File: config.mk
export PLATFORM = sky130hd
export DESIGN_NAME = ahb_slave_port_mux
export DESIGN_NICKNAME = d
export VERILOG_FILES = /design/src/rtl/ahb_slave_port_mux.sv
export SDC_FILE = /design/constraint.sdc
export NUM_CORES = 1
export LEC_CHECK = 0
export CAP_MARGIN = 0
export CELL_PAD_IN_SITES_DETAIL_PLACEMENT = 0
export CELL_PAD_IN_SITES_GLOBAL_PLACEMENT = 1
export CORE_AREA = 2 2 186 188
export DETAILED_ROUTE_END_ITERATION = 10
export DIE_AREA = 0 0 188 190
export DONT_BUFFER_PORTS = 1
export HOLD_SLACK_MARGIN = 0.1
export MAX_ROUTING_LAYER = met4
export PLACE_DENSITY_LB_ADDON = 0.1
export SYNTH_ARGS = -nofsm -noshare
export SYNTH_HDL_FRONTEND = slang
export SYNTH_SLANG_ARGS = --single-unit
File: constraint.sdc
create_clock -name hclk -period 2.35 [get_ports hclk]
set_input_delay 0.47 -clock hclk [delete_from_list [all_inputs] [get_ports hclk]]
set_output_delay 0.47 -clock hclk [all_outputs]
set_load 0.01 [all_outputs]
File: src/rtl/ahb_slave_port_mux.sv
// Per-slave AHB port multiplexer: routes the granted master's address phase to the slave,
// tracks the data-phase owner, and parks a stranded next transfer in a one-entry defer buffer.
module ahb_slave_port_mux #(
    parameter int NO_OF_MASTERS = 4,
    parameter int ADDR_WIDTH    = 32,
    parameter int DATA_WIDTH    = 32,
    parameter int ID_W          = $clog2(NO_OF_MASTERS)
) (
    input  logic                               hclk,
    input  logic                               hreset,
    input  logic [NO_OF_MASTERS-1:0]           grant,
    input  logic [NO_OF_MASTERS-1:0]           req,
    input  logic [NO_OF_MASTERS*ADDR_WIDTH-1:0] m_haddr,
    input  logic [NO_OF_MASTERS*2-1:0]         m_htrans,
    input  logic [NO_OF_MASTERS-1:0]           m_hwrite,
    input  logic [NO_OF_MASTERS-1:0]           m_hmastlock,
    input  logic [NO_OF_MASTERS*3-1:0]         m_hsize,
    input  logic [NO_OF_MASTERS*3-1:0]         m_hburst,
    input  logic [NO_OF_MASTERS*4-1:0]         m_hprot,
    input  logic [NO_OF_MASTERS*DATA_WIDTH-1:0] m_hwdata,
    output logic [NO_OF_MASTERS-1:0]           m_hready,
    output logic [NO_OF_MASTERS-1:0]           m_hresp,
    output logic [DATA_WIDTH-1:0]              m_hrdata,
    output logic                               s_hsel,
    output logic [ADDR_WIDTH-1:0]              s_haddr,
    output logic [1:0]                         s_htrans,
    output logic                               s_hwrite,
    output logic [2:0]                         s_hsize,
    output logic [2:0]                         s_hburst,
    output logic [3:0]                         s_hprot,
    output logic                               s_hmastlock,
    output logic [DATA_WIDTH-1:0]              s_hwdata,
    output logic                               s_hreadyin,
    input  logic                               s_hreadyout,
    input  logic                               s_hresp,
    input  logic [DATA_WIDTH-1:0]              s_hrdata,
    output logic [ID_W-1:0]                    data_owner,
    output logic                               data_active,
    output logic                               defer_active
);

    // Handshake: an address phase is taken by the slave on a clock edge where
    // s_hsel & s_htrans[1] & s_hreadyin are all high; a data phase completes on
    // an edge where s_hreadyout is high. A master advances only when its m_hready is high.

    typedef enum logic [1:0] {
        ST_IDLE  = 2'd0,
        ST_DATA  = 2'd1,
        ST_DEFER = 2'd2
    } state_t;

    state_t                  state_q, state_d;
    logic [ID_W-1:0]         owner_q, owner_d;
    logic [ID_W-1:0]         def_m_q, def_m_d;
    logic [ADDR_WIDTH-1:0]   buf_addr_q, buf_addr_d;
    logic [1:0]              buf_trans_q, buf_trans_d;
    logic                    buf_write_q, buf_write_d;
    logic [2:0]              buf_size_q, buf_size_d;
    logic [2:0]              buf_burst_q, buf_burst_d;
    logic [3:0]              buf_prot_q, buf_prot_d;
    logic                    buf_lock_q, buf_lock_d;

    logic [ADDR_WIDTH-1:0]   mst_addr  [NO_OF_MASTERS];
    logic [1:0]              mst_trans [NO_OF_MASTERS];
    logic [2:0]              mst_size  [NO_OF_MASTERS];
    logic [2:0]              mst_burst [NO_OF_MASTERS];
    logic [3:0]              mst_prot  [NO_OF_MASTERS];
    logic [DATA_WIDTH-1:0]   mst_wdata [NO_OF_MASTERS];

    logic [ID_W-1:0]         g_idx;
    logic                    g_any;
    logic                    accept;
    logic                    defer_cond;

    genvar gi;
    generate
        for (gi = 0; gi < NO_OF_MASTERS; gi++) begin : g_unpack
            assign mst_addr[gi]  = m_haddr[gi*ADDR_WIDTH +: ADDR_WIDTH];
            assign mst_trans[gi] = m_htrans[gi*2 +: 2];
            assign mst_size[gi]  = m_hsize[gi*3 +: 3];
            assign mst_burst[gi] = m_hburst[gi*3 +: 3];
            assign mst_prot[gi]  = m_hprot[gi*4 +: 4];
            assign mst_wdata[gi] = m_hwdata[gi*DATA_WIDTH +: DATA_WIDTH];
        end
    endgenerate

    // Descending scan so the lowest set grant bit wins if the arbiter ever glitches multi-hot.
    always_comb begin
        g_idx = '0;
        g_any = 1'b0;
        for (int i = NO_OF_MASTERS - 1; i >= 0; i--) begin
            if (grant[i]) begin
                g_idx = ID_W'(i);
                g_any = 1'b1;
            end
        end
    end

    always_comb begin
        s_hsel      = 1'b0;
        s_haddr     = '0;
        s_htrans    = 2'b00;
        s_hwrite    = 1'b0;
        s_hsize     = 3'b000;
        s_hburst    = 3'b000;
        s_hprot     = 4'b0000;
        s_hmastlock = 1'b0;
        if (!hreset) begin
            if (state_q == ST_DEFER) begin
                s_hsel      = 1'b1;
                s_haddr     = buf_addr_q;
                s_htrans    = buf_trans_q;
                s_hwrite    = buf_write_q;
                s_hsize     = buf_size_q;
                s_hburst    = buf_burst_q;
                s_hprot     = buf_prot_q;
                s_hmastlock = buf_lock_q;
            end else if (g_any) begin
                s_hsel      = 1'b1;
                s_haddr     = mst_addr[g_idx];
                s_htrans    = mst_trans[g_idx];
                s_hwrite    = m_hwrite[g_idx];
                s_hsize     = mst_size[g_idx];
                s_hburst    = mst_burst[g_idx];
                s_hprot     = mst_prot[g_idx];
                s_hmastlock = m_hmastlock[g_idx];
            end
        end
    end

    assign s_hreadyin = (state_q == ST_DATA) ? s_hreadyout : 1'b1;
    assign accept     = s_hsel & s_htrans[1] & s_hreadyin;

    // Owner already sampled hready high and moved on, but lost the grant: its next transfer would vanish.
    assign defer_cond = (state_q == ST_DATA) && s_hreadyout && mst_trans[owner_q][1]
                        && req[owner_q] && !grant[owner_q];

    always_comb begin
        state_d     = state_q;
        owner_d     = owner_q;
        def_m_d     = def_m_q;
        buf_addr_d  = buf_addr_q;
        buf_trans_d = buf_trans_q;
        buf_write_d = buf_write_q;
        buf_size_d  = buf_size_q;
        buf_burst_d = buf_burst_q;
        buf_prot_d  = buf_prot_q;
        buf_lock_d  = buf_lock_q;
        if (accept) begin
            state_d = ST_DATA;
            owner_d = (state_q == ST_DEFER) ? def_m_q : g_idx;
        end else if (state_q == ST_DATA && s_hreadyout) begin
            if (defer_cond) begin
                state_d     = ST_DEFER;
                def_m_d     = owner_q;
                buf_addr_d  = mst_addr[owner_q];
                buf_trans_d = mst_trans[owner_q];
                buf_write_d = m_hwrite[owner_q];
                buf_size_d  = mst_size[owner_q];
                buf_burst_d = mst_burst[owner_q];
                buf_prot_d  = mst_prot[owner_q];
                buf_lock_d  = m_hmastlock[owner_q];
            end else begin
                state_d = ST_IDLE;
            end
        end
    end

    always_comb begin
        m_hready = '1;
        m_hresp  = '0;
        for (int i = 0; i < NO_OF_MASTERS; i++) begin
            if (state_q == ST_DATA && owner_q == ID_W'(i)) begin
                m_hresp[i] = s_hresp;
            end
            if (hreset) begin
                m_hready[i] = 1'b1;
            end else if (state_q == ST_DEFER && def_m_q == ID_W'(i)) begin
                m_hready[i] = 1'b0;
            end else if (state_q == ST_DATA && owner_q == ID_W'(i)) begin
                m_hready[i] = s_hreadyout;
            end else if (g_any && g_idx == ID_W'(i)) begin
                m_hready[i] = (state_q == ST_DEFER) ? 1'b0 : s_hreadyin;
            end else if (req[i] && mst_trans[i][1]) begin
                m_hready[i] = 1'b0;
            end else begin
                m_hready[i] = 1'b1;
            end
        end
    end

    assign s_hwdata     = (state_q == ST_DATA) ? mst_wdata[owner_q] : '0;
    assign m_hrdata     = s_hrdata;
    assign data_owner   = owner_q;
    assign data_active  = (state_q == ST_DATA);
    assign defer_active = (state_q == ST_DEFER);

    always_ff @(posedge hclk or posedge hreset) begin
        if (hreset) begin
            state_q     <= ST_IDLE;
            owner_q     <= '0;
            def_m_q     <= '0;
            buf_addr_q  <= '0;
            buf_trans_q <= 2'b00;
            buf_write_q <= 1'b0;
            buf_size_q  <= 3'b000;
            buf_burst_q <= 3'b000;
            buf_prot_q  <= 4'b0000;
            buf_lock_q  <= 1'b0;
        end else begin
            state_q     <= state_d;
            owner_q     <= owner_d;
            def_m_q     <= def_m_d;
            buf_addr_q  <= buf_addr_d;
            buf_trans_q <= buf_trans_d;
            buf_write_q <= buf_write_d;
            buf_size_q  <= buf_size_d;
            buf_burst_q <= buf_burst_d;
            buf_prot_q  <= buf_prot_d;
            buf_lock_q  <= buf_lock_d;
        end
    end

endmodule
==> impl_metrics.ini, run 1 <==
[finish]
area_delta_synth_final_pct = 17.5
seqCellArea_mm2 = 0.00131
final.fill_count = 3667
layout.nets = 881
multiInputGateArea_mm2 = 0.00455
final_layout_size_suffix_gt1_frac = 0.443

[critical_path]
cp_data_required_time_ps = 1880
path_class = reg2out
worstSetupStartpointType = flip-flop
crit_arrival_ps = 1850
cp_max_fo = 17
cp-end-kind = output port

[floorplanning]
fp-row-count = 68
die_area_mm2 = 0.0357
core_area_mm2 = 0.0339
initial_core_util = 0.180
die_x_um = 188
io_pins = 480
die_h_um = 190

[timing]
rsz0062_at_grt = true
drv_slew = 0
slew_headroom = 0.498
skew_ps = 9.80
fin_ws_ps = 33.2
min_period_ps = 2320
max_freq_mhz = 432
finalHoldViolCount = 0
fin_setup_tns_ps = 0
setup_violations = 0
min_period_over_period = 0.986
tightest_slew_ps = 753

[grt]
first_global_vias = 5625
antenna_found_initial = 6
grt_usage = 0.154
grt_max_degree = 53
grt_pass1_wl_um = 40000
grt_overflow = 0

[power_and_ir_drop]
p_leak_nw = 2.75
p_clk_frac = 0.385
switching_share = 0.280
combPwrFrac = 0.189
power.density_mw_per_mm2 = 292
p_sw_mw = 0.586
pwr-share-seq = 0.427
internal-power_mw = 1.51
ir_worst_vdd_uv = 237

[placed_design]
portBuffers = 0
dpl.hpwl_um = 21900
preCtsSetupSlack_ps = 56.0
gp_congestion = 0.847

[cts]
clk_pin_slew_ps = 80
htree_num_levels = 2
clockRootBuffer = clkbuf_16
clk_path_buf_depth = 2
clock_sinks = 52
cts_tree = done
hold_buffers = 0
clock_latency_ps = 300
cts_buffers = 5

[synthesis]
async_flop_share = 1.00
synth-main-ff-cell = dfrtp_1
synth_edf_count = 0
yosysWarnings = 0
syn_area_mm2 = 0.00611
synthCells = 568
synth_cell_type_count = 43
synth_seq_area_share = 0.213
synth-seq-cells = 52
synth_nets = 924
synth_area_per_cell_um2 = 10.8

[run_status]
outcome = finished clean

[detailed_routing]
drt_iter0_markers = 515
routed_wl_um = 28000
drt-pass1-iter-count = 8
drcViolationCount = 0
vias_per_cell = 5.32
via_count = 5232
drtAntennaViolNets = 0
wl_per_cell_um = 28.5

[hold_path]
hold_path_class = in2async

[job]
maxCapViolCount = 0
-- cell usage in the layout (no fill, tap or decap), types with 2 or more instances in the layout --
master and n:
clkinv_2 2, buf_16 3, a31oi_1 2, o2111ai_1 2
diode_2 2, nor4bb_1 2, a222oi_1 45, nor2_4 2
buf_12 11, nand2_1 99, and2_1 14, a21oi_1 10
nor2_1 12, a22o_1 26, nand2b_1 2, buf_4 26
mux4_2 77, and2_4 19, dfrtp_4 2, o21ai_0 2
a221oi_1 2, a22o_4 19, mux2_4 29, inv_1 2
o221ai_1 2, clkbuf_16 6, a21o_1 4, nor3_1 4
and4b_1 2, dfrtp_1 49, or2_2 2, mux2_2 17
-- repair_timing --
item	4_1_cts	5_1_grt
resized for setup	40	14
pin swaps	1	1
buffers inserted	4	2
cloned	3	1
endpoints found under the setup margin	73	67
-- power groups by stage --
stage               combinational [mW]  clock [mW]  sequential [mW]
CTS                              0.406       0.865            0.894
finish                           0.396       0.806            0.894
global route                     0.433       0.889            0.894
global placement                 0.392           0            0.912
floorplan                        0.345           0            0.912
detailed placement               0.392           0            0.912
-- worst max-delay path, stage by stage (launching register included) --
cell and delay, ps:
dfrtp_4 540, buf_16 210, mux4_2 580, and2_4 200
-- synth_stat cells (2+ instances only) --
cell,count,area (um2)
buf_6,4,45.0
and2_1,34,213
nor3_1,5,25.0
nor4bb_1,2,20.0
clkinv_1,2,7.51
mux4_2,77,1730
clkbuf_1,43,161
a21oi_1,10,50.1
nand2_1,100,375
and4b_1,2,20.0
inv_1,3,11.3
dfrtp_1,52,1300
buf_1,7,26.3
buf_2,5,25.0
o21ai_0,4,20.0
mux2_2,17,191
nor3b_1,2,15.0
o221ai_1,2,17.5
a22o_1,45,394
a21o_1,4,30.0
o2111ai_1,2,17.5
or2_2,2,12.5
a221oi_1,2,17.5
mux2_4,29,435
nor2b_1,2,12.5
a31oi_1,2,12.5
a222oi_1,45,450
buf_4,34,255
nand2b_1,4,25.0
nor2_1,13,48.8
-- per-stage QoR --
stage	utilization	hold slack, ps	area [um2]	power, mW	instances
finish	0.212	281	7180	2.09	983
global route	0.211	355	7180	2.22	981
CTS	0.209	367	7090	2.16	978
detailed placement	0.194	498	6600	1.30	963
global placement	0.194	494	6600	1.30	963
floorplan	-	481	6130	1.26	568
-- path summary, 6_finish.rpt --
| kind | cells past startpoint | endpoint | slack [ps] | startpoint |
|---|---|---|---|---|
| setup / recovery | 3 | s_hwdata[28] | 30 | data_owner[0] |
| hold / removal | 2 | def_m_q[0] | 280 | hreset |
| setup reg to reg | 5 | buf_addr_q[0] | 200 | data_owner[0] |
| hold reg to reg | 1 | buf_trans_q[0] | 520 | buf_trans_q[0] |
| max in group asynchronous | 2 | buf_addr_q[26] | 1510 | hreset |
| min in group hclk | 2 | state_q[0] | 380 | s_hreadyout |
-- area by class of cell --
class	count	share of cell area
Timing Repair Buffer	43	0.0795
Tap cell	455	0.0793
Multi-Input combinational cell	418	0.634
Clock inverter	2	0.00192
Clock buffer	6	0.0193
Sequential cell	52	0.182
Inverter	5	0.00331
Antenna cell	2	0.000697
-- sequential cells by signal, summed over array words and instances (netlist names) --
name / flops
buf_lock_q: 1
buf_size_q: 3
data_owner: 2
buf_burst_q: 3
buf_prot_q: 4
buf_write_q: 1
state_q: 2
buf_trans_q: 2
buf_addr_q: 32
def_m_q: 2
-- per-layer routing --
metal | global-route usage | part of all wire | up-vias
li1 | - | - | 2161
met1 | 0.179 | 0.37 | 2693
met2 | 0.266 | 0.51 | 342
met3 | 0.0465 | 0.098 | 36
met4 | 0.0279 | 0.018 | 0
met5 | - | 0 | -
-- logic make-up (layout without fill, tap and decap cells) --
logic type	after synthesis	in the layout	share of synthesized area
buf+inv	98	56	0.0870
other cells	0	2	0
flops	52	52	0.213
compound gates	124	124	0.179
mux	124	124	0.388
simple gates	170	170	0.133
No activity file was read; power rests on OpenSTA's default activity.
==> run 2, diff against run 1 <==
--- a/config.mk
+++ b/config.mk
@@ -6,15 +6,12 @@
 export NUM_CORES = 1
 export LEC_CHECK = 0
 export CAP_MARGIN = 0
-export CELL_PAD_IN_SITES_DETAIL_PLACEMENT = 0
-export CELL_PAD_IN_SITES_GLOBAL_PLACEMENT = 1
 export CORE_AREA = 2 2 186 188
 export DETAILED_ROUTE_END_ITERATION = 10
 export DIE_AREA = 0 0 188 190
 export DONT_BUFFER_PORTS = 1
 export HOLD_SLACK_MARGIN = 0.1
 export MAX_ROUTING_LAYER = met4
-export PLACE_DENSITY_LB_ADDON = 0.1
 export SYNTH_ARGS = -nofsm -noshare
 export SYNTH_HDL_FRONTEND = slang
 export SYNTH_SLANG_ARGS = --single-unit
==> impl_metrics.ini, run 2 (synthesis gave the netlist of run 1 again) <==
[run_status]
outcome = finished clean

[cts]
clk_pin_slew_ps = 80
clockRootBuffer = clkbuf_16
clk_path_buf_depth = 2
cts_tree = done
clock_sinks = 52
clock_latency_ps = 310
htree_num_levels = 2
cts_buffers = 5

[hold_path]
min_delay_path_depth = 2
hold_path_class = in2reg

[critical_path]
crit_arrival_ps = 1820
cp_data_required_time_ps = 1880
reg2reg_setup_slack_ps = 180
critPathTopFamily = buffers and inverters
crit_buf_inv = 1
cp-end-kind = output port
worstSetupStartpointType = input port
path_class = in2out
crit_cells = 5
cp_max_fo = 36
cp_cell_sequence = nor4b_4 > buf_4 > a222oi_1 > nand2_1 > a22o_1
rr_worst_depth = 6
cp_slowest_cell = buf_4
critical_path.max_stage_delay_ps = 460

[placed_design]
portBuffers = 0
gp_congestion = 0.903
dpl.hpwl_um = 19800
preCtsSetupSlack_ps = 66.8

[finish]
final.fill_count = 3645
area_delta_synth_final_pct = 13.2
final_layout_size_suffix_gt1_frac = 0.373
top_register = buf_addr_q
largest_register_ff_count = 32
top_regs = buf_addr_q: 32 flops, buf_prot_q: 4 flops
layout_common_cells = 99 x nand2_1, 77 x mux4_2, 48 x dfrtp_1
layout.nets = 872
layout_commonest_cell = nand2_1

[timing]
min_period_over_period = 0.975
tightest_slew_ps = 761
slew_headroom = 0.493
setup_violations = 0
rsz0062_at_grt = true
fin_ws_ps = 57.9
finalHoldViolCount = 0
drv_slew = 0
max_freq_mhz = 436
min_period_ps = 2290
skew_ps = 5.28

[job]
maxCapViolCount = 0

[grt]
grt_use_met2 = 0.240
grt_pass1_wl_um = 36300
antenna_found_initial = 3
grt_use_met3 = 0.0267
first_global_vias = 5405
grt_max_degree = 52
top_usage_layer = met2
grt_overflow = 0
grt_usage = 0.139
met1_usage = 0.163

[detailed_routing]
drt_iter0_markers = 466
routed_wl_um = 26300
via_count = 5252
wl_per_cell_um = 27.0
drtAntennaViolNets = 0
drt-pass1-iter-count = 8
drcViolationCount = 0
vias_per_cell = 5.40

[power_and_ir_drop]
power.density_mw_per_mm2 = 304
ir_worst_vdd_uv = 249
p_total_mw = 2.11
p_leak_nw = 2.57

[floorplanning]
die_area_mm2 = 0.0357
core_area_mm2 = 0.0339
initial_core_util = 0.180
fp-row-count = 68
die_x_um = 188
io_pins = 480
die_h_um = 190
[run 2: cell count changes in the layout (fill, tap and decap cells not counted), moves of 2 or more]
cell,before,now
a22o_1,26,38
and2_1,14,33
clkinv_2,2,0
a22o_4,19,5
a22o_2,0,2
and2_4,19,0
buf_4,26,17
[run 2: path summary, 6_finish.rpt]
kind,to,start
max,s_haddr[3],grant[2]
min,state_q[0],s_hreadyout
max reg2reg,buf_addr_q[19],data_owner[1]
min reg2reg,buf_addr_q[31],buf_addr_q[31]
max in group asynchronous,buf_addr_q[17],hreset
min in group asynchronous,def_m_q[0],hreset
[run 2: cell type report]
| class | instances | area, um2 | area share |
|---|---|---|---|
| Tap cell | 455 | 569 | 0.0822 |
| Sequential cell | 52 | 1310 | 0.189 |
| Inverter | 5 | 22.5 | 0.00325 |
| Timing Repair Buffer | 34 | 474 | 0.0685 |
| Clock buffer | 5 | 125 | 0.0181 |
| Antenna cell | 1 | 2.50 | 0.000361 |
| Clock inverter | 3 | 27.5 | 0.00398 |
| Multi-Input combinational cell | 418 | 4390 | 0.634 |
[run 2: power by group]
group,switching (mW),internal (mW),total (mW)
Sequential,0,0.894,0.894
Clock,0.424,0.408,0.832
Combinational,0.195,0.186,0.382
Total,0.620,1.49,2.11
[run 2: metal layers]
layer | part of all wire | wire [um]
met1 | 0.39 | 10200
met2 | 0.50 | 13100
met3 | 0.079 | 2080
met4 | 0.032 | 838
met5 | 0 | 0
[run 2: through the flow]
stage                     hold WS [ps]  instances  instance area (um2)  utilization  TNS [ps]
after global placement             240        956                 6550        0.193         0
final                              365        973                 6920        0.204         0
after global routing               361        973                 6920        0.204      -164
after floorplan                    481        568                 6130            -     -1200
after detailed placement           235        956                 6550        0.193         0
after CTS                          345        968                 6780        0.200     -22.0
[run 2: worst reg2reg max path, stage by stage (launching register included)]
cell and delay, ps:
dfrtp_4 560, nor4bb_1 300, o2111ai_1 180, o31a_1 200, nor2_4 220, buf_12 220
mux2_2 380
[run 2: timing repair]
item / 4_1_cts / 5_1_grt
hold buffers: 1 / 0
setup buffers: 2 / 2
resized for setup: 10 / 12
setup endpoints to repair: 16 / 49
gates cloned: 1 / 2
hold endpoints to repair: 1 / 0
pin swaps: 1 / 3
